[config.mk]
export PLATFORM = sky130hd
export DESIGN_NAME = vga_timing_gen
export DESIGN_NICKNAME = d
export VERILOG_FILES = /design/src/rtl/vga_timing_pkg.sv /design/src/rtl/vga_axis_counter.sv /design/src/rtl/vga_timing_gen.sv
export SDC_FILE = /design/constraint.sdc
export NUM_CORES = 1
export LEC_CHECK = 0
export ABC_AREA = 1
export CAP_MARGIN = 20
export CELL_PAD_IN_SITES_DETAIL_PLACEMENT = 2
export CELL_PAD_IN_SITES_GLOBAL_PLACEMENT = 2
export CORE_MARGIN = 2
export CORE_UTILIZATION = 30
export CTS_BUF_LIST = sky130_fd_sc_hd__clkbuf_16
export CTS_CLUSTER_DIAMETER = 200
export CTS_CLUSTER_SIZE = 10
export DETAILED_ROUTE_END_ITERATION = 10
export HOLD_SLACK_MARGIN = 0.02
export PLACE_DENSITY = 0.87
export SYNTH_ARGS = -nofsm -noshare
export SYNTH_HDL_FRONTEND = slang
export SYNTH_HIERARCHICAL = 1
export SYNTH_SLANG_ARGS = --single-unit
[constraint.sdc]
create_clock -name vga_clk -period 2.9 [get_ports vga_clk]
set_input_delay 0.58 -clock vga_clk [delete_from_list [all_inputs] [get_ports vga_clk]]
set_output_delay 0.58 -clock vga_clk [all_outputs]
set_load 0.01 [all_outputs]
[src/rtl/vga_timing_pkg.sv]
// Shared raster timing defaults and the coordinate type used by the timing
// generator and every downstream mapper.
package vga_timing_pkg;

  typedef logic [9:0] coord_t;

  localparam int H_VIS_DEF  = 640;
  localparam int H_FP_DEF   = 16;
  localparam int H_SYNC_DEF = 96;
  localparam int H_BP_DEF   = 48;

  localparam int V_VIS_DEF  = 480;
  localparam int V_FP_DEF   = 10;
  localparam int V_SYNC_DEF = 2;
  localparam int V_BP_DEF   = 33;

  // Largest axis length a 10-bit coordinate can represent.
  localparam int COORD_LIMIT = 1024;

  function automatic int axis_total(input int vis, input int fp,
                                    input int sync, input int bp);
    return vis + fp + sync + bp;
  endfunction

  localparam int H_TOTAL_DEF = axis_total(H_VIS_DEF, H_FP_DEF, H_SYNC_DEF, H_BP_DEF);
  localparam int V_TOTAL_DEF = axis_total(V_VIS_DEF, V_FP_DEF, V_SYNC_DEF, V_BP_DEF);

endpackage

[src/rtl/vga_axis_counter.sv]
// One raster axis: enabled wrap counter 0..MAX with terminal-count flag and
// a sync-window decode of the position it will show after the next edge.
module vga_axis_counter
  import vga_timing_pkg::*;
#(
  parameter int MAX     = H_TOTAL_DEF - 1,
  parameter int SYNC_LO = H_VIS_DEF + H_FP_DEF,
  parameter int SYNC_HI = H_VIS_DEF + H_FP_DEF + H_SYNC_DEF
) (
  input  logic   clk,
  input  logic   rst,
  input  logic   en,
  output coord_t count,
  output coord_t count_nxt,
  output logic   tc,
  output logic   sync_nxt
);

  localparam coord_t MAX_C = coord_t'(MAX);

  coord_t count_q;
  coord_t count_d;

  always_comb begin
    tc      = (count_q == MAX_C);
    count_d = count_q;
    if (en) begin
      count_d = tc ? '0 : count_q + 1'b1;
    end
  end

  // Compared as int so a window ending exactly at 1024 still decodes.
  always_comb begin
    sync_nxt = (int'(count_d) >= SYNC_LO) && (int'(count_d) < SYNC_HI);
  end

  always_ff @(posedge clk or posedge rst) begin
    if (rst) begin
      count_q <= MAX_C;
    end else begin
      count_q <= count_d;
    end
  end

  assign count     = count_q;
  assign count_nxt = count_d;

endmodule

[src/rtl/vga_timing_gen.sv]
// VGA raster timing generator: position, active-video qualifier, syncs and
// frame tick/counter, all registered from the decoded next position.
module vga_timing_gen
  import vga_timing_pkg::*;
#(
  parameter int   H_VIS    = H_VIS_DEF,
  parameter int   H_FP     = H_FP_DEF,
  parameter int   H_SYNC   = H_SYNC_DEF,
  parameter int   H_BP     = H_BP_DEF,
  parameter int   V_VIS    = V_VIS_DEF,
  parameter int   V_FP     = V_FP_DEF,
  parameter int   V_SYNC   = V_SYNC_DEF,
  parameter int   V_BP     = V_BP_DEF,
  parameter logic SYNC_POL = 1'b0
) (
  input  logic        vga_clk,
  input  logic        reset,
  output logic [9:0]  DrawX,
  output logic [9:0]  DrawY,
  output logic        blank,
  output logic        hs,
  output logic        vs,
  output logic        line_start,
  output logic        frame_start,
  output logic [15:0] frame_count
);

  localparam int H_TOTAL = axis_total(H_VIS, H_FP, H_SYNC, H_BP);
  localparam int V_TOTAL = axis_total(V_VIS, V_FP, V_SYNC, V_BP);

  generate
    if (H_TOTAL > COORD_LIMIT || V_TOTAL > COORD_LIMIT) begin : g_bad_size
      $error("vga_timing_gen: H_TOTAL/V_TOTAL exceed 10-bit coordinate range");
    end
  endgenerate

  coord_t x_cur, x_nxt, y_cur, y_nxt;
  logic   h_tc, v_tc, h_sync_nxt, v_sync_nxt;

  vga_axis_counter #(
    .MAX     (H_TOTAL - 1),
    .SYNC_LO (H_VIS + H_FP),
    .SYNC_HI (H_VIS + H_FP + H_SYNC)
  ) u_h (
    .clk       (vga_clk),
    .rst       (reset),
    .en        (1'b1),
    .count     (x_cur),
    .count_nxt (x_nxt),
    .tc        (h_tc),
    .sync_nxt  (h_sync_nxt)
  );

  // Vertical advances only on the horizontal wrap edge.
  vga_axis_counter #(
    .MAX     (V_TOTAL - 1),
    .SYNC_LO (V_VIS + V_FP),
    .SYNC_HI (V_VIS + V_FP + V_SYNC)
  ) u_v (
    .clk       (vga_clk),
    .rst       (reset),
    .en        (h_tc),
    .count     (y_cur),
    .count_nxt (y_nxt),
    .tc        (v_tc),
    .sync_nxt  (v_sync_nxt)
  );

  logic        blank_q, blank_d;
  logic        hs_q, hs_d;
  logic        vs_q, vs_d;
  logic        line_start_q, line_start_d;
  logic        frame_start_q, frame_start_d;
  logic [15:0] frame_count_q, frame_count_d;

  // Everything below describes the position entered on the coming edge,
  // so the registered outputs line up with the registered coordinates.
  always_comb begin
    blank_d       = (int'(x_nxt) < H_VIS) && (int'(y_nxt) < V_VIS);
    hs_d          = h_sync_nxt ? SYNC_POL : ~SYNC_POL;
    vs_d          = v_sync_nxt ? SYNC_POL : ~SYNC_POL;
    line_start_d  = h_tc;
    frame_start_d = h_tc && v_tc;
    frame_count_d = frame_count_q;
    if (frame_start_d) begin
      frame_count_d = frame_count_q + 16'd1;
    end
  end

  always_ff @(posedge vga_clk or posedge reset) begin
    if (reset) begin
      blank_q       <= 1'b0;
      hs_q          <= ~SYNC_POL;
      vs_q          <= ~SYNC_POL;
      line_start_q  <= 1'b0;
      frame_start_q <= 1'b0;
      frame_count_q <= 16'hFFFF;
    end else begin
      blank_q       <= blank_d;
      hs_q          <= hs_d;
      vs_q          <= vs_d;
      line_start_q  <= line_start_d;
      frame_start_q <= frame_start_d;
      frame_count_q <= frame_count_d;
    end
  end

  assign DrawX       = x_cur;
  assign DrawY       = y_cur;
  assign blank       = blank_q;
  assign hs          = hs_q;
  assign vs          = vs_q;
  assign line_start  = line_start_q;
  assign frame_start = frame_start_q;
  assign frame_count = frame_count_q;

endmodule

==> impl_metrics.json <==
{
  "status": "completed",
  "postCtsHoldBufs": 0,
  "routed_via_density": 4.65,
  "timing.rr.start": "u_h/count[0]",
  "whs_endpoint": "frame_count[15]",
  "p_sw_share_pct": 27.4,
  "antenna_found_initial": 0,
  "startpoint_type": "flop",
  "nFillCells": 894,
  "die_area_mm2": 0.00846,
  "rsz0062_at_grt": "no",
  "worst_ep_required_time_ns": 3.09,
  "synth.yosys.seq_area_share_pct": 45.7,
  "numCtsBuffers": 5,
  "die_w_um": 92.0,
  "min_path_cells": 2,
  "grt_max_degree": 22,
  "worst_hold_path_type": "flop to flop",
  "dr_total_vias": 2072,
  "cts.path.max_buffers": 2,
  "drt-total-wl_mm": 6.82,
  "fmax_ghz": 0.418,
  "avgRoutedWirePerCell_um": 15.3,
  "min_from": "frame_count[15]",
  "clkPwrFrac_pct": 38.4,
  "synth_top_area_cell": "dfstp_2",
  "hold_viol_final": 0,
  "rr_endpoint": "blank",
  "drv_cap": 0,
  "cts-htree-levels": 2,
  "drive_above_1_share_pct": 18.6,
  "ys_warn_count": 6,
  "skew_ns": 0.00487,
  "synth_top_area_share_pct": 31.7,
  "start_util_pct": 30.5,
  "fin_tns_setup_ns": 0,
  "die_y_um": 92.0,
  "path_clk_slew_ns": 0.06,
  "clock-sinks": 41,
  "cp-end-kind": "flop",
  "drc": 0,
  "synth_seq_cells": 41,
  "syn_inst": 294,
  "ios": 43,
  "stdcell_count": 446,
  "drtAntennaViolNets": 0,
  "intPower_mw": 1.18,
  "rows": 32,
  "gp_congestion": 0.806,
  "p_switching_mw": 0.444,
  "final_common_cell": "nand2_1",
  "arrival_ns": 2.58,
  "grt_overflow": 0,
  "ir_drop_mv": 0.371,
  "drt-initial-drc-count": 39,
  "crit_path_max_fanout": 9,
  "setup_viol": 0,
  "grtUsageTotal_pct": 17.6,
  "cts_tree": "yes",
  "synth_area_leaders": "dfstp_2 32%, dfrtp_1 14%, nand2_1 13%",
  "grt_pass1_vias": 2337,
  "post_cts_buffers": 0,
  "dp.cells": 438,
  "drv_slew": 0,
  "syn_to_final_growth_pct": 30.7,
  "p_seq_share_pct": 43.5,
  "drtPass1Iterations": 4,
  "combPwrFrac_pct": 18.0,
  "root_buffer": "clkbuf_16",
  "io_buffers": 42,
  "reg2reg_setup_slack_ns": 0.51,
  "final_cell_mix": "81 x nand2_1, 54 x inv_1, 42 x clkdlybuf4s50_1, 28 x dfstp_2, 23 x nor2_1",
  "nNetsFinal": 349,
  "synth_fp_nets": 300,
  "cts_resized": 0,
  "dp.final_hpwl_mm": 5.45,
  "core_mm2": 0.00761,
  "synth.distinct_cells": 22,
  "antenna_cells": 0,
  "p_per_area_mw_per_mm2": 535,
  "finalCritPeriodShare_pct": 82.5,
  "grt_pass1_wl_mm": 11.7,
  "fin_crit_ns": 2.39,
  "synth.avg_cell_area_um2": 7.89,
  "reg2reg_depth": 12,
  "leakage_nw": 1.41,
  "path_class": "flop to flop",
  "clock_latency_ns": 0.28,
  "syn_area_mm2": 0.00232
}
[area by class of cell]
cell class	instances	area (um2)	area share (%)
clock inverters	3	38.8	1.28
well taps	102	128	4.21
repair buffers	44	435	14.4
inverters	57	214	7.05
flip-flops and latches	41	1060	35.0
clock buffers	5	125	4.13
multi-input cells	194	1030	34.0
[cells in the mapped netlist, drive strengths merged]
master   n
nand2   86
inv     56
nor2    37
dfstp   28
nand3   26
nand4   14
dfrtp   13
xnor2   10
xor2     5
a21oi    4
ha       4
o21ai    4
buf      2
nand3b   2
a41oi    1
clkinv   1
conb     1
[registers in the layout, indices dropped and copies added (netlist names)]
name	cells
blank	1
u_v/count	10
line_start	1
u_h/count	10
hs	1
frame_count	16
vs	1
frame_start	1
[worst max-delay path: stages, from the launching register on]
cell     delay [ns]
dfstp_2        0.57
ha_1           0.20
nand3_2        0.13
inv_1          0.10
nand3_1        0.13
inv_1          0.23
buf_4          0.21
nand4_1        0.18
nand3_1        0.16
inv_1          0.07
inv_1          0.06
nand2_1        0.06
a41oi_1        0.19
[per-layer routing]
metal	track usage [%]	up-vias	wire, um
met3	3.04	7	191
met5	0	-	0
met2	31.2	32	3570
li1	-	997	-
met4	4.60	0	70
met1	22.1	1036	2990
[cell families after synthesis]
logic type | Yosys count | synth area share (%)
compound gates | 9 | 2.10
xor+xnor | 15 | 5.66
fa+ha+maj | 4 | 2.16
buf+inv | 59 | 9.86
flops | 41 | 45.7
other cells | 1 | 0.162
simple gates | 165 | 34.3
[worst max-delay path by stage]
stage,startpoint,endpoint,slack [ns],cells past startpoint
floorplan,u_h/count[0],vs,0.81,14
global placement,u_h/count[0],frame_count[11],0.67,13
detailed placement,u_h/count[0],blank,0.49,13
CTS,u_h/count[0],blank,0.47,12
global route,u_h/count[0],vs,0.24,13
finish,u_h/count[0],blank,0.51,12
[power groups by stage]
stage                     combinational, mW  sequential [mW]  clock (mW)
after floorplan                       0.139            0.724           0
final                                 0.292            0.706       0.624
after global placement                0.285            0.713           0
after CTS                             0.297            0.707       0.646
after detailed placement              0.292            0.716           0
after global routing                  0.328            0.716       0.666
[metrics by stage]
step	cell area, um2	setup WS, ns	hold slack, ns	utilization (%)	power (mW)
after CTS	3030	0.475	0.486	39.9	1.65
after floorplan	2320	0.814	0.415	-	0.863
after global routing	3030	0.243	0.516	39.9	1.71
final	3030	0.508	0.481	39.9	1.62
after global placement	2870	0.672	0.467	37.7	0.997
after detailed placement	2870	0.490	0.477	37.7	1.01
Power figures use the tool's default switching activity.
==> edit 1, RTL diff (config.mk and constraints unchanged) <==
The parameter `SYNC_POL` goes from 1'b0 to 1'b1.
--- a/src/rtl/vga_timing_gen.sv
+++ b/src/rtl/vga_timing_gen.sv
@@ -13,3 +13,3 @@
   parameter int   V_BP     = V_BP_DEF,
-  parameter logic SYNC_POL = 1'b0
+  parameter logic SYNC_POL = 1'b1
 ) (
Check against the original RTL: not equivalent (Yosys sat finds a counterexample within 4 cycles, from zero or initial values and one cycle with reset high).
==> edit 1 against the unedited design <==
  * Power grew 0.59%
  * Core utilization is 0.066 points lower
  * Critical endpoint unchanged
  * Setup slack lost 0.078 ns
  * Routed wire length is 1.8% higher
  * Largest power group unchanged
  * Cell area fell by 0.17%
  * Via count decreased by 2.6%
  * Maximum frequency down 3.1%
  * Highest routed layer unchanged
  * Clock power up 1%
  * Cell count shrank 1.3%
  * Area after synthesis up 0.16%
  * Global-route usage is 0.062 points lower
  * Sequential cell count is the same
  * Synthesized cell count shrank 1.7%
==> edit 1: results (changes against the unedited design) <==
* Status: completed
* Switching share of power at 0.280 (+0.00629)
* Area after DPL at 2870 µm² (-0.13%)
* R2R Setup Slk at 0.43 ns (-0.08 ns)
* Overall Global Routing Usage at 0.175 (-0.000625)
* Sequential cell area at 1060 µm² (-0.24%)
* Placed Cells incl. Taps at 432 (-1.4%)
* Top cells by area, synth: dfstp_2, dfrtp_1, nand2_1
* Fin area at 3030 µm² (-0.17%)
* Non-CTS buffers at 43 (-2.3%)
* Cells after Synth at 289 (-1.7%)
* VDD IR-drop max at 0.248 mV (-33%)
* Lkg Pwr at 1.48 nW (+5.1%)
* First-pass GRT wire length at 11700 µm (about the same)
* Worst Path Max Fanout at 8 (-1)
* Share of cells above drive strength 1 at 0.189 (+0.00330)
* Post-synthesis sequential area ratio at 0.455 (-0.00181)
* Filler cells at 914 (+2.2%)
* WHS at 0.495 ns (+0.0141 ns)
* Synth-to-layout area growth at 30.2%
* Setup Skew at 0.00370 ns (-0.00117 ns)
* Pre-CTS setup slack at 0.487 ns (-0.00279 ns)
* Critical path arrival at 2.62 ns (+0.04 ns)
* Drt first-iter violations at 60 (+54%)
* CP delay by family, top: simple AND/OR/NAND/NOR gates
* HP Start: frame_count[13]$_DFFE_PP1P_
* Routability congestion estimate at 0.780 (-3.2%)
edit 1: metal layers:
layer / track usage / up-vias / wire (µm)
li1: - / 973 / -
met1: 0.211 / 1014 / 2980
met2: 0.328 / 27 / 3800
met3: 0.0271 / 5 / 121
met4: 0.0373 / 0 / 48
met5: 0 / - / 0
edit 1: worst max path at each step:
stage / depth (start not counted) / slack (ns) / endpoint / from
2_1_floorplan: 13 / 0.79 / vs$_DFF_PP0_ / u_h/count[0]$_DFF_PP1_
6_report: 14 / 0.43 / blank$_DFF_PP0_ / u_h/count[0]$_DFF_PP1_
4_1_cts: 13 / 0.40 / blank$_DFF_PP0_ / u_h/count[0]$_DFF_PP1_
3_5_place_dp: 13 / 0.49 / blank$_DFF_PP0_ / u_h/count[0]$_DFF_PP1_
5_1_grt: 13 / 0.18 / blank$_DFF_PP0_ / u_h/count[0]$_DFF_PP1_
3_3_place_gp: 12 / 0.67 / vs$_DFF_PP0_ / u_h/count[0]$_DFF_PP1_
edit 1: cells by family after synthesis:
| kind of cell | synth area share |
|---|---|
| AOI/OAI and AO/OA | 0.0210 |
| DFF | 0.455 |
| xor gates and xnor gates | 0.0716 |
| and+or+nand+nor | 0.330 |
| adders and majority gates | 0.0215 |
| other | 0.00161 |
| buffers and inverters | 0.0985 |
edit 1: power groups by stage:
| stage | clock [W] | combinational (W) | sequential [W] |
|---|---|---|---|
| after floorplan | 0 | 0.000139 | 0.000723 |
| after global placement | 0 | 0.000282 | 0.000714 |
| after detailed placement | 0 | 0.000292 | 0.000718 |
| after CTS | 0.000646 | 0.000296 | 0.000711 |
| after global routing | 0.000661 | 0.000323 | 0.000719 |
| final | 0.000630 | 0.000292 | 0.000709 |
==> edit 2, RTL diff (config.mk and constraints unchanged) <==
Made on the original files. Register the output `frame_count` once more, with the module's reset; this adds one clock of latency there. The other outputs are not delayed to match.
--- a/src/rtl/vga_timing_gen.sv
+++ b/src/rtl/vga_timing_gen.sv
@@ -114,3 +114,9 @@
   assign frame_start = frame_start_q;
-  assign frame_count = frame_count_q;
+  always_ff @(posedge vga_clk or posedge reset) begin
+    if (reset) begin
+      frame_count <= '0;
+    end else begin
+      frame_count <= frame_count_q;
+    end
+  end
 
Check against the original RTL: not equivalent (a bounded check fails within 4 cycles, from zero or initial values and one cycle with reset high).
==> edit 2 against the unedited design <==
  * Routed wire length increased by 19%
  * Via count increased by 8.3%
  * Combinational power increased by 4%
  * Core utilization increased by 0.30 points
  * Hold slack got worse by 0.062 ns
  * Sequential cell count increased by 16
  * Area after synthesis increased by 19%
  * Cell area increased by 20%
  * Power increased by 47%
  * Count of clock-buffer cells in the layout increased by 4
  * Die area increased by 18%
  * Setup slack got worse by 0.085 ns
  * Critical path type unchanged
  * Largest cell class unchanged
  * Highest routed layer unchanged
==> edit 2: results (changes against the unedited design) <==
* Filler cells at 992 (+11%)
* Syn nets at 319 (+6.3%)
* Non-CTS inverters at 60 (+5.3%)
* Std-Cell Core Area at 9060 µm² (+19%)
* Setup Skew at 0.0109 ns (+0.00599 ns)
* Sequential cell area at 1460 µm² (+38%)
* M3 GR Usage at 0.0446 (+0.0142)
* VDD IR-drop max at 0.304 mV (-18%)
* Routing usage on met1 at 0.217 (-0.00387)
* Syn. warnings at 6 (unchanged)
* Drt first-iter violations at 73 (+87%)
* P_int at 0.00175 W (+49%)
* # resized after CTS at 0 (unchanged)
* Overall Global Routing Usage at 0.181 (+0.00523)
* CTS H-Tree Depth at 3 (+1)
* Lkg Pwr at 1.77 nW (+26%)
* Skew-Pair Late Insertion Delay at 0.33 ns (+0.05 ns)
* Synth Flop Type: dfrtp_1
* Area after DPL at 3320 µm² (+16%)
* FF+latch count at 57 (+39%)
* 1st-pass router iterations at 4 (unchanged)
* Final net count at 372 (+6.6%)
* Synth Area in Compound Gates at 0.0272 (+0.00616)
* Synth unique cells at 27 (+23%)
* Met2 wire len at 4230 µm (+19%)
* Met2 Usage GRT at 0.309 (-0.00264)
* Via/cell ratio at 4.66 (+0.21%)
* Largest net degree at the start of global routing at 36 (+64%)
* Final clock-cell share at 0.0880 (+0.0339)
* Hold EP: frame_count[15]$_DFF_PP0_
* Worst-case reg-to-reg path depth at 13 (+1)
* Share of cells above drive strength 1 at 0.218 (+0.0323)
* Post-synthesis sequential area ratio at 0.529 (+0.0721)
* HP Start: frame_count_q[15]$_DFFE_PP1P_
* R2R Setup Slk at 0.42 ns (-0.09 ns)
* WHS Path Cells at 0 (-2)
* CTS Buf Count at 9 (+4)
* WL final at 8140 µm (+19%)
* Layout non-clock buf frac at 0.120 (-0.0240)
* Routability congestion estimate at 0.765 (-5.1%)
* Core Util, Final at 0.402 (+0.00297)
* CP delay by family, top: simple AND/OR/NAND/NOR gates
* Synth Area in Adders at 0.0181 (-0.00344)
* Synth top cells by count: nand2_1, inv_1, dfrtp_1
* Vias in the first global route at 2629 (+12%)
* XOR/XNOR Fraction of Synth Area at 0.0476 (-0.00903)
* Met3 WL at 237 µm (+24%)
* Status: completed
* Area occupied by multi-input gates at 1060 µm² (+2.8%)
* HPWL Detailed at 5850 µm (+7.3%)
* Slowest-stage cell, CP: dfstp_2
* Slowest Stage Delay on Critical Path at 0.56 ns
* Top cells by area, synth: dfstp_2, dfrtp_1, nand2_1
* First-pass GRT wire length at 13800 µm (+18%)
* #MultiIn Comb at 194 (unchanged)
* Met1 wire length at 3470 µm (+16%)
* Worst Path Max Fanout at 9 (unchanged)
## edit 2: cell count changes after synthesis, sizes merged, moves of 3 or more
| cell | before | now |
|---|---|---|
| nand4 | 14 | 8 |
| xnor2 | 10 | 7 |
| xor2 | 5 | 8 |
| o21ai | 4 | 7 |
| inv | 56 | 59 |
| dfrtp | 13 | 29 |
## edit 2: power groups by stage
stage          logic (W)  registers, W  clock network (W)
3_5_place_dp    0.000303      0.000945                  0
5_1_grt         0.000336      0.000943            0.00121
4_1_cts         0.000308      0.000935            0.00117
6_report        0.000304      0.000932            0.00114
2_1_floorplan   0.000142      0.000951                  0
3_3_place_gp    0.000287      0.000941                  0
## edit 2: stage by stage
step	hold WS [ns]	setup WS (ns)	cells
finish	0.419	0.423	482
global route	0.429	0.234	482
CTS	0.420	0.409	482
detailed placement	0.412	0.478	466
global placement	0.413	0.651	466
floorplan	0.396	0.779	313
